### src/rtl/manycore_pe_if.sv
// Per-tile router bundle: five flit ports (E, W, N, S, LOCAL) with valid/credit
// handshakes, shared by mesh neighbours and the local network interface.
interface interface_pe #(
    parameter int MEMORY_BUS_WIDTH = 32,
    parameter int FLIT_WIDTH       = 32
) (
    input logic clock,
    input logic reset
);
    logic [4:0][FLIT_WIDTH-1:0] data_i;
    logic [4:0]                 rx;
    logic [4:0]                 credit_o;
    logic [4:0][FLIT_WIDTH-1:0] data_o;
    logic [4:0]                 tx;
    logic [4:0]                 credit_i;
    logic [4:0]                 clock_rx;
    logic [4:0]                 clock_tx;

    modport PE (
        input  clock,
        input  reset,
        input  data_i,
        input  rx,
        output credit_o,
        output data_o,
        output tx,
        input  credit_i,
        input  clock_rx,
        output clock_tx
    );
endinterface

### src/rtl/manycore_pe.sv
// Mesh tile router: five buffered inputs, XY routing, round-robin single-grant
// arbiter and wormhole connections held for header + size + N payload flits.
module manycore_pe #(
    parameter int          MEMORY_BUS_WIDTH   = 32,
    parameter int          FLIT_WIDTH         = 32,
    parameter int          MEMORY_SIZE        = 65536,
    parameter int          BOOT_SIZE          = 2048,
    parameter logic [31:0] ADDRESS            = 32'h0,
    parameter int          INTERLEAVING_GRAIN = 3,
    parameter int          BUFFER_DEPTH       = 4
) (
    input logic     clock,
    input logic     reset,
    interface_pe.PE pe_if
);
    localparam int NP = 5;
    localparam int HW = FLIT_WIDTH / 2;
    localparam int QW = FLIT_WIDTH / 4;
    localparam int AW = $clog2(BUFFER_DEPTH);
    localparam logic [FLIT_WIDTH-1:0] ADDR = FLIT_WIDTH'(ADDRESS);
    localparam logic [QW-1:0] OWN_X = ADDR[HW-1:QW];
    localparam logic [QW-1:0] OWN_Y = ADDR[QW-1:0];

    function automatic logic [2:0] xy_route(input logic [FLIT_WIDTH-1:0] hdr);
        logic [QW-1:0] dx;
        logic [QW-1:0] dy;
        dx = hdr[HW-1:QW];
        dy = hdr[QW-1:0];
        if (dx > OWN_X)      return 3'd0;
        else if (dx < OWN_X) return 3'd1;
        else if (dy > OWN_Y) return 3'd2;
        else if (dy < OWN_Y) return 3'd3;
        return 3'd4;
    endfunction

    logic [NP-1:0]                 fifo_empty, fifo_full, push, pop;
    logic [NP-1:0][FLIT_WIDTH-1:0] fifo_head;
    logic [NP-1:0]                 tx, xfer;
    logic [NP-1:0][FLIT_WIDTH-1:0] data_out;

    // stage: 0 = header next, 1 = size flit next, 2 = payload (remain left)
    logic [NP-1:0]                 in_busy_q, in_busy_d;
    logic [NP-1:0][2:0]            in_out_q, in_out_d;
    logic [NP-1:0][1:0]            stage_q, stage_d;
    logic [NP-1:0][FLIT_WIDTH-1:0] remain_q, remain_d;
    logic [NP-1:0]                 out_busy_q, out_busy_d;
    logic [NP-1:0][2:0]            out_src_q, out_src_d;
    logic [2:0]                    rr_q, rr_d;

    logic [NP-1:0][2:0] head_route;
    logic [NP-1:0]      req;
    logic               grant_valid;
    logic [2:0]         grant_idx;

    genvar gi;
    generate
        for (gi = 0; gi < NP; gi++) begin : g_fifo
            logic [FLIT_WIDTH-1:0] mem_q [BUFFER_DEPTH];
            logic [AW:0]           wr_ptr_q, rd_ptr_q;

            assign push[gi]       = pe_if.rx[gi] & ~fifo_full[gi];
            assign fifo_empty[gi] = (wr_ptr_q == rd_ptr_q);
            assign fifo_full[gi]  = (wr_ptr_q[AW] != rd_ptr_q[AW]) &&
                                    (wr_ptr_q[AW-1:0] == rd_ptr_q[AW-1:0]);
            assign fifo_head[gi]  = mem_q[rd_ptr_q[AW-1:0]];

            always_ff @(posedge clock) begin
                if (push[gi]) mem_q[wr_ptr_q[AW-1:0]] <= pe_if.data_i[gi];
            end

            always_ff @(posedge clock) begin
                if (reset) begin
                    wr_ptr_q <= '0;
                    rd_ptr_q <= '0;
                end else begin
                    if (push[gi]) wr_ptr_q <= wr_ptr_q + 1'b1;
                    if (pop[gi])  rd_ptr_q <= rd_ptr_q + 1'b1;
                end
            end
        end
    endgenerate

    assign pe_if.credit_o = ~fifo_full;
    assign pe_if.tx       = tx;
    assign pe_if.data_o   = data_out;
    assign pe_if.clock_tx = {NP{clock}};

    always_comb begin
        tx       = '0;
        xfer     = '0;
        data_out = '0;
        pop      = '0;
        for (int o = 0; o < NP; o++) begin
            tx[o]       = out_busy_q[o] && !fifo_empty[out_src_q[o]];
            data_out[o] = out_busy_q[o] ? fifo_head[out_src_q[o]] : '0;
            xfer[o]     = tx[o] & pe_if.credit_i[o];
        end
        for (int p = 0; p < NP; p++) begin
            pop[p] = in_busy_q[p] && xfer[in_out_q[p]];
        end
    end

    always_comb begin
        int idx;
        idx         = 0;
        in_busy_d   = in_busy_q;
        in_out_d    = in_out_q;
        stage_d     = stage_q;
        remain_d    = remain_q;
        out_busy_d  = out_busy_q;
        out_src_d   = out_src_q;
        rr_d        = rr_q;
        head_route  = '0;
        req         = '0;
        grant_valid = 1'b0;
        grant_idx   = '0;

        for (int p = 0; p < NP; p++) begin
            head_route[p] = xy_route(fifo_head[p]);
            req[p] = !fifo_empty[p] && !in_busy_q[p] && !out_busy_q[head_route[p]];
        end
        for (int k = 0; k < NP; k++) begin
            idx = (int'(rr_q) + k) % NP;
            if (!grant_valid && req[idx]) begin
                grant_valid = 1'b1;
                grant_idx   = 3'(idx);
            end
        end

        // Release happens on the edge that moves the packet's last flit.
        for (int p = 0; p < NP; p++) begin
            if (pop[p]) begin
                case (stage_q[p])
                    2'd0: stage_d[p] = 2'd1;
                    2'd1: begin
                        if (fifo_head[p] == '0) begin
                            in_busy_d[p]            = 1'b0;
                            out_busy_d[in_out_q[p]] = 1'b0;
                        end else begin
                            stage_d[p]  = 2'd2;
                            remain_d[p] = fifo_head[p];
                        end
                    end
                    default: begin
                        if (remain_q[p] == FLIT_WIDTH'(1)) begin
                            in_busy_d[p]            = 1'b0;
                            out_busy_d[in_out_q[p]] = 1'b0;
                        end else begin
                            remain_d[p] = remain_q[p] - FLIT_WIDTH'(1);
                        end
                    end
                endcase
            end
        end

        if (grant_valid) begin
            in_busy_d[grant_idx]              = 1'b1;
            in_out_d[grant_idx]               = head_route[grant_idx];
            stage_d[grant_idx]                = 2'd0;
            out_busy_d[head_route[grant_idx]] = 1'b1;
            out_src_d[head_route[grant_idx]]  = grant_idx;
            rr_d = (grant_idx == 3'd4) ? 3'd0 : grant_idx + 3'd1;
        end
    end

    always_ff @(posedge clock) begin
        if (reset) begin
            in_busy_q  <= '0;
            in_out_q   <= '0;
            stage_q    <= '0;
            remain_q   <= '0;
            out_busy_q <= '0;
            out_src_q  <= '0;
            rr_q       <= '0;
        end else begin
            in_busy_q  <= in_busy_d;
            in_out_q   <= in_out_d;
            stage_q    <= stage_d;
            remain_q   <= remain_d;
            out_busy_q <= out_busy_d;
            out_src_q  <= out_src_d;
            rr_q       <= rr_d;
        end
    end
endmodule

### src/flat_wrapper.sv
// flat-port wrapper written by rule: the top's interface ports become plain ports
module manycore_pe_flat 
#(
    parameter int          MEMORY_BUS_WIDTH   = 32,
    parameter int          FLIT_WIDTH         = 32,
    parameter int          MEMORY_SIZE        = 65536,
    parameter int          BOOT_SIZE          = 2048,
    parameter logic [31:0] ADDRESS            = 32'h0,
    parameter int          INTERLEAVING_GRAIN = 3,
    parameter int          BUFFER_DEPTH       = 4
)
  (clock, reset, pe_if_data_i, pe_if_rx, pe_if_credit_o, pe_if_data_o, pe_if_tx, pe_if_credit_i, pe_if_clock_rx, pe_if_clock_tx);
  interface_pe #(.MEMORY_BUS_WIDTH(MEMORY_BUS_WIDTH), .FLIT_WIDTH(FLIT_WIDTH)) pe_if_i (.clock(clock), .reset(reset));
  input logic clock;
  input logic reset;
  input wire logic [$bits(pe_if_i.data_i)-1:0] pe_if_data_i;
  input wire logic [$bits(pe_if_i.rx)-1:0] pe_if_rx;
  output wire logic [$bits(pe_if_i.credit_o)-1:0] pe_if_credit_o;
  output wire logic [$bits(pe_if_i.data_o)-1:0] pe_if_data_o;
  output wire logic [$bits(pe_if_i.tx)-1:0] pe_if_tx;
  input wire logic [$bits(pe_if_i.credit_i)-1:0] pe_if_credit_i;
  input wire logic [$bits(pe_if_i.clock_rx)-1:0] pe_if_clock_rx;
  output wire logic [$bits(pe_if_i.clock_tx)-1:0] pe_if_clock_tx;
  assign pe_if_i.data_i = pe_if_data_i;
  assign pe_if_i.rx = pe_if_rx;
  assign pe_if_credit_o = pe_if_i.credit_o;
  assign pe_if_data_o = pe_if_i.data_o;
  assign pe_if_tx = pe_if_i.tx;
  assign pe_if_i.credit_i = pe_if_credit_i;
  assign pe_if_i.clock_rx = pe_if_clock_rx;
  assign pe_if_clock_tx = pe_if_i.clock_tx;
  manycore_pe #(.MEMORY_BUS_WIDTH(MEMORY_BUS_WIDTH), .FLIT_WIDTH(FLIT_WIDTH), .MEMORY_SIZE(MEMORY_SIZE), .BOOT_SIZE(BOOT_SIZE), .ADDRESS(ADDRESS), .INTERLEAVING_GRAIN(INTERLEAVING_GRAIN), .BUFFER_DEPTH(BUFFER_DEPTH)) u_core (.clock(clock), .reset(reset), .pe_if(pe_if_i));
endmodule
### config.mk
export PLATFORM = sky130hd
export DESIGN_NAME = manycore_pe_flat
export DESIGN_NICKNAME = d
export VERILOG_FILES = /design/src/rtl/manycore_pe_if.sv /design/src/rtl/manycore_pe.sv /design/src/flat_wrapper.sv
export SDC_FILE = /design/constraint.sdc
export NUM_CORES = 2
export LEC_CHECK = 0
export ABC_AREA = 0
export CAP_MARGIN = 20
export CELL_PAD_IN_SITES_DETAIL_PLACEMENT = 1
export CELL_PAD_IN_SITES_GLOBAL_PLACEMENT = 1
export CORE_MARGIN = 1.5
export CORE_UTILIZATION = 40
export CTS_CLUSTER_SIZE = 16
export DETAILED_ROUTE_END_ITERATION = 12
export PLACE_DENSITY = 0.8
export SETUP_SLACK_MARGIN = 0.5
export SYNTH_ARGS = -nofsm -noshare
export SYNTH_HDL_FRONTEND = slang
export SYNTH_SLANG_ARGS = --single-unit
export TNS_END_PERCENT = 50
### constraint.sdc
create_clock -name clock -period 11.2 [get_ports clock]
set_clock_uncertainty 0.05 [all_clocks]
set_input_delay 2.24 -clock clock [delete_from_list [all_inputs] [get_ports clock]]
set_output_delay 2.24 -clock clock [all_outputs]
set_load 0.02 [all_outputs]
==> impl_metrics.json <==
{
  "status": "finished clean",
  "viasPerCell": 6.21,
  "first_iter_violations": 3497,
  "grt-ovfl-total": 0,
  "maxSlewViolCount": 0,
  "coreArea_um2": 106000,
  "vdd_ir_drop_max_mv": 0.158,
  "synth_top_family_by_area": "multiplexers",
  "ios": 352,
  "critPathLaunch": "clock",
  "drtAntennaViolNets": 0,
  "synthDominantCellAreaShare": 0.448,
  "final_hold_viol_count": 0,
  "critPathKind": "clk2out",
  "firstDrtPassIters": 5,
  "synthArstFlopShare": 0,
  "worst_slew_pin_slew_ns": 1.16,
  "drc_errors": 0,
  "grt_max_degree": 95,
  "placementRows": 119,
  "final_cell_area_um2": 51000,
  "finalSetupTns_ns": 0,
  "worstPathRequired_ns": 8.91,
  "cts_tree": "yes",
  "post-synth-top-area-cell": "edfxtp_1",
  "first_global_vias": 32700,
  "portBuffers": 344,
  "netlist_top_cells_area": "edfxtp_1 (45%), mux4_2 (14%), dfxtp_1 (11%)",
  "critPathMaxFanout": 3,
  "rsz0062_at_grt": "no",
  "dp_hpwl_um": 104000,
  "synth_edf_count": 640,
  "drt-total-wl_um": 147000,
  "p_per_area_nw_per_um2": 177,
  "clock_latency_ns": 0.83,
  "ys.flop_type": "edfxtp_1",
  "fin_util": 0.482,
  "syn_nets": 3698,
  "cp-endpoint": "pe_if_clock_tx[3]",
  "r2r_cells": 22,
  "crit_arrival_ns": 6.41,
  "post_dp_cell_area_um2": 47700,
  "antenna_found_initial": 3,
  "path_clk_slew_ns": 0.06,
  "timing.reg2reg.setup_slack_ns": 4.04,
  "synth_fa_ha_area_frac": 0.0163,
  "hold_buffers": 0,
  "vias": 32500,
  "wire_per_inst_um": 28.1,
  "synth.avg_cell_area_um2": 12.4,
  "setup_slack_ns": 2.50,
  "maxCapViolations": 0,
  "synth_area_um2": 42900,
  "nets": 3994,
  "synthMuxAreaShare": 0.144,
  "cp-start-kind": "clock port",
  "p_leak_nw": 16.8,
  "timing.rr.end": "u_core.out_src_q[2]",
  "synth_compound_area_frac": 0.117,
  "final_layout_size_suffix_gt1_frac": 0.140,
  "maxSlewHeadroom": 0.218,
  "syn_inst": 3465,
  "seq_area_frac_synth": 0.561,
  "cts_resized": 0,
  "die_h_um": 330,
  "hold_class": "reg2reg",
  "ys_types": 91,
  "initial_core_util": 0.405,
  "synth_seq_cells": 882,
  "final_cell_mix": "edfxtp_1 (640), nand2_1 (436), clkdlybuf4s50_1 (343)",
  "synthXorXnorAreaFrac": 0.00858,
  "grt_pass1_wl_um": 216000,
  "synthSimpleGateAreaFrac": 0.125,
  "area_growth_pct": 19.0,
  "r2r_start": "u_core.rr_q[0]",
  "grt_usage": 0.266,
  "die_width_um": 330,
  "endpoint_kind": "output pin",
  "die_area_um2": 109000,
  "dp_worst_setup_slack_ns": 2.80,
  "setup_viol": 0,
  "layout_commonest_cell": "edfxtp_1",
  "post_cts.repair.setup_buffers": 0,
  "antenna_cells": 0,
  "routabilityCongestion": 0.932,
  "ys_warn_count": 0
}
-- cell type report --
cell class | count | area [um^2]
inverters | 73 | 274
clock inverters | 57 | 607
multi-input cells | 2293 | 17700
well taps | 1391 | 1740
fillers | 10800 | 54800
repair buffers | 405 | 3900
flip-flops and latches | 882 | 24100
clock buffers | 134 | 2730
-- worst min path at each step --
stage / endpoint / slack, ns / from / cells past startpoint
after floorplan: u_core.remain_q[151] / 0.39 / u_core.remain_q[151] / 2
after global placement: u_core.remain_q[151] / 0.39 / u_core.remain_q[151] / 2
after detailed placement: u_core.remain_q[151] / 0.40 / u_core.remain_q[151] / 2
after CTS: u_core.remain_q[151] / 0.41 / u_core.remain_q[151] / 2
after global routing: u_core.remain_q[151] / 0.46 / u_core.remain_q[151] / 2
final: u_core.remain_q[151] / 0.41 / u_core.remain_q[151] / 2
-- report_power, final --
| part | leakage, nW | internal, W | switching [W] | total [W] |
|---|---|---|---|---|
| Combinational | 7.38 | 0.000716 | 0.00124 | 0.00196 |
| Clock | 1.61 | 0.00194 | 0.00143 | 0.00336 |
| Sequential | 7.83 | 0.00365 | 0.0000653 | 0.00371 |
-- registers in the layout, summed over array words and instances (netlist names), named ones only --
signal / cells
u_core.remain_q: 160
u_core.out_busy_q: 5
u_core.g_fifo.wr_ptr_q: 15
u_core.g_fifo.mem_q: 640
u_core.in_out_q: 10
u_core.g_fifo.rd_ptr_q: 15
u_core.in_busy_q: 5
u_core.out_src_q: 9
u_core.stage_q: 10
u_core.rr_q: 3
-- kinds of logic after synthesis --
group	after synthesis
compound gates	758
xor+xnor	42
fa+ha+maj	56
buf+inv	290
mux	294
flops	882
simple gates	1143
-- synth_stat cells, drive strengths merged (18+ instances only) --
cell / count
nand2: 436
o22ai: 36
o31ai: 24
nor4: 69
clkbuf: 175
xor2: 18
o21ai: 193
dfxtp: 242
nand3: 47
a21boi: 57
and2: 84
mux2i: 29
nand4: 24
and3: 28
a22oi: 82
mux4: 259
ha: 56
edfxtp: 640
a21oi: 146
o32ai: 20
inv: 71
nor2: 262
nor3: 70
buf: 42
or3: 27
nand2b: 28
xnor2: 24
a22o: 20
nor2b: 24
a211oi: 78
a221oi: 20
-- metrics by stage --
step / cells / hold WS (ns) / power, W
2_1_floorplan: 3465 / 0.386 / 0.00502
5_1_grt: 5235 / 0.457 / 0.00931
6_report: 5235 / 0.408 / 0.00904
4_1_cts: 5234 / 0.410 / 0.00905
3_5_place_dp: 5048 / 0.401 / 0.00575
3_3_place_gp: 5048 / 0.395 / 0.00568
-- routing by layer --
| metal | GRT usage | wire, um | share of wire | vias to the layer above |
|---|---|---|---|---|
| met5 | 0 | 18 | 0.00012 | - |
| met4 | 0.122 | 6690 | 0.045 | 2 |
| met3 | 0.0701 | 13500 | 0.092 | 354 |
| met2 | 0.414 | 68000 | 0.46 | 1525 |
| met1 | 0.349 | 58800 | 0.40 | 16700 |
| li1 | - | - | - | 14000 |
-- worst max-delay path, stage by stage --
cell and delay, ns:
clkbuf_16 0.13, clkbuf_16 0.14, clkdlybuf4s50_1 0.53
(Power assumes the default switching activity.)
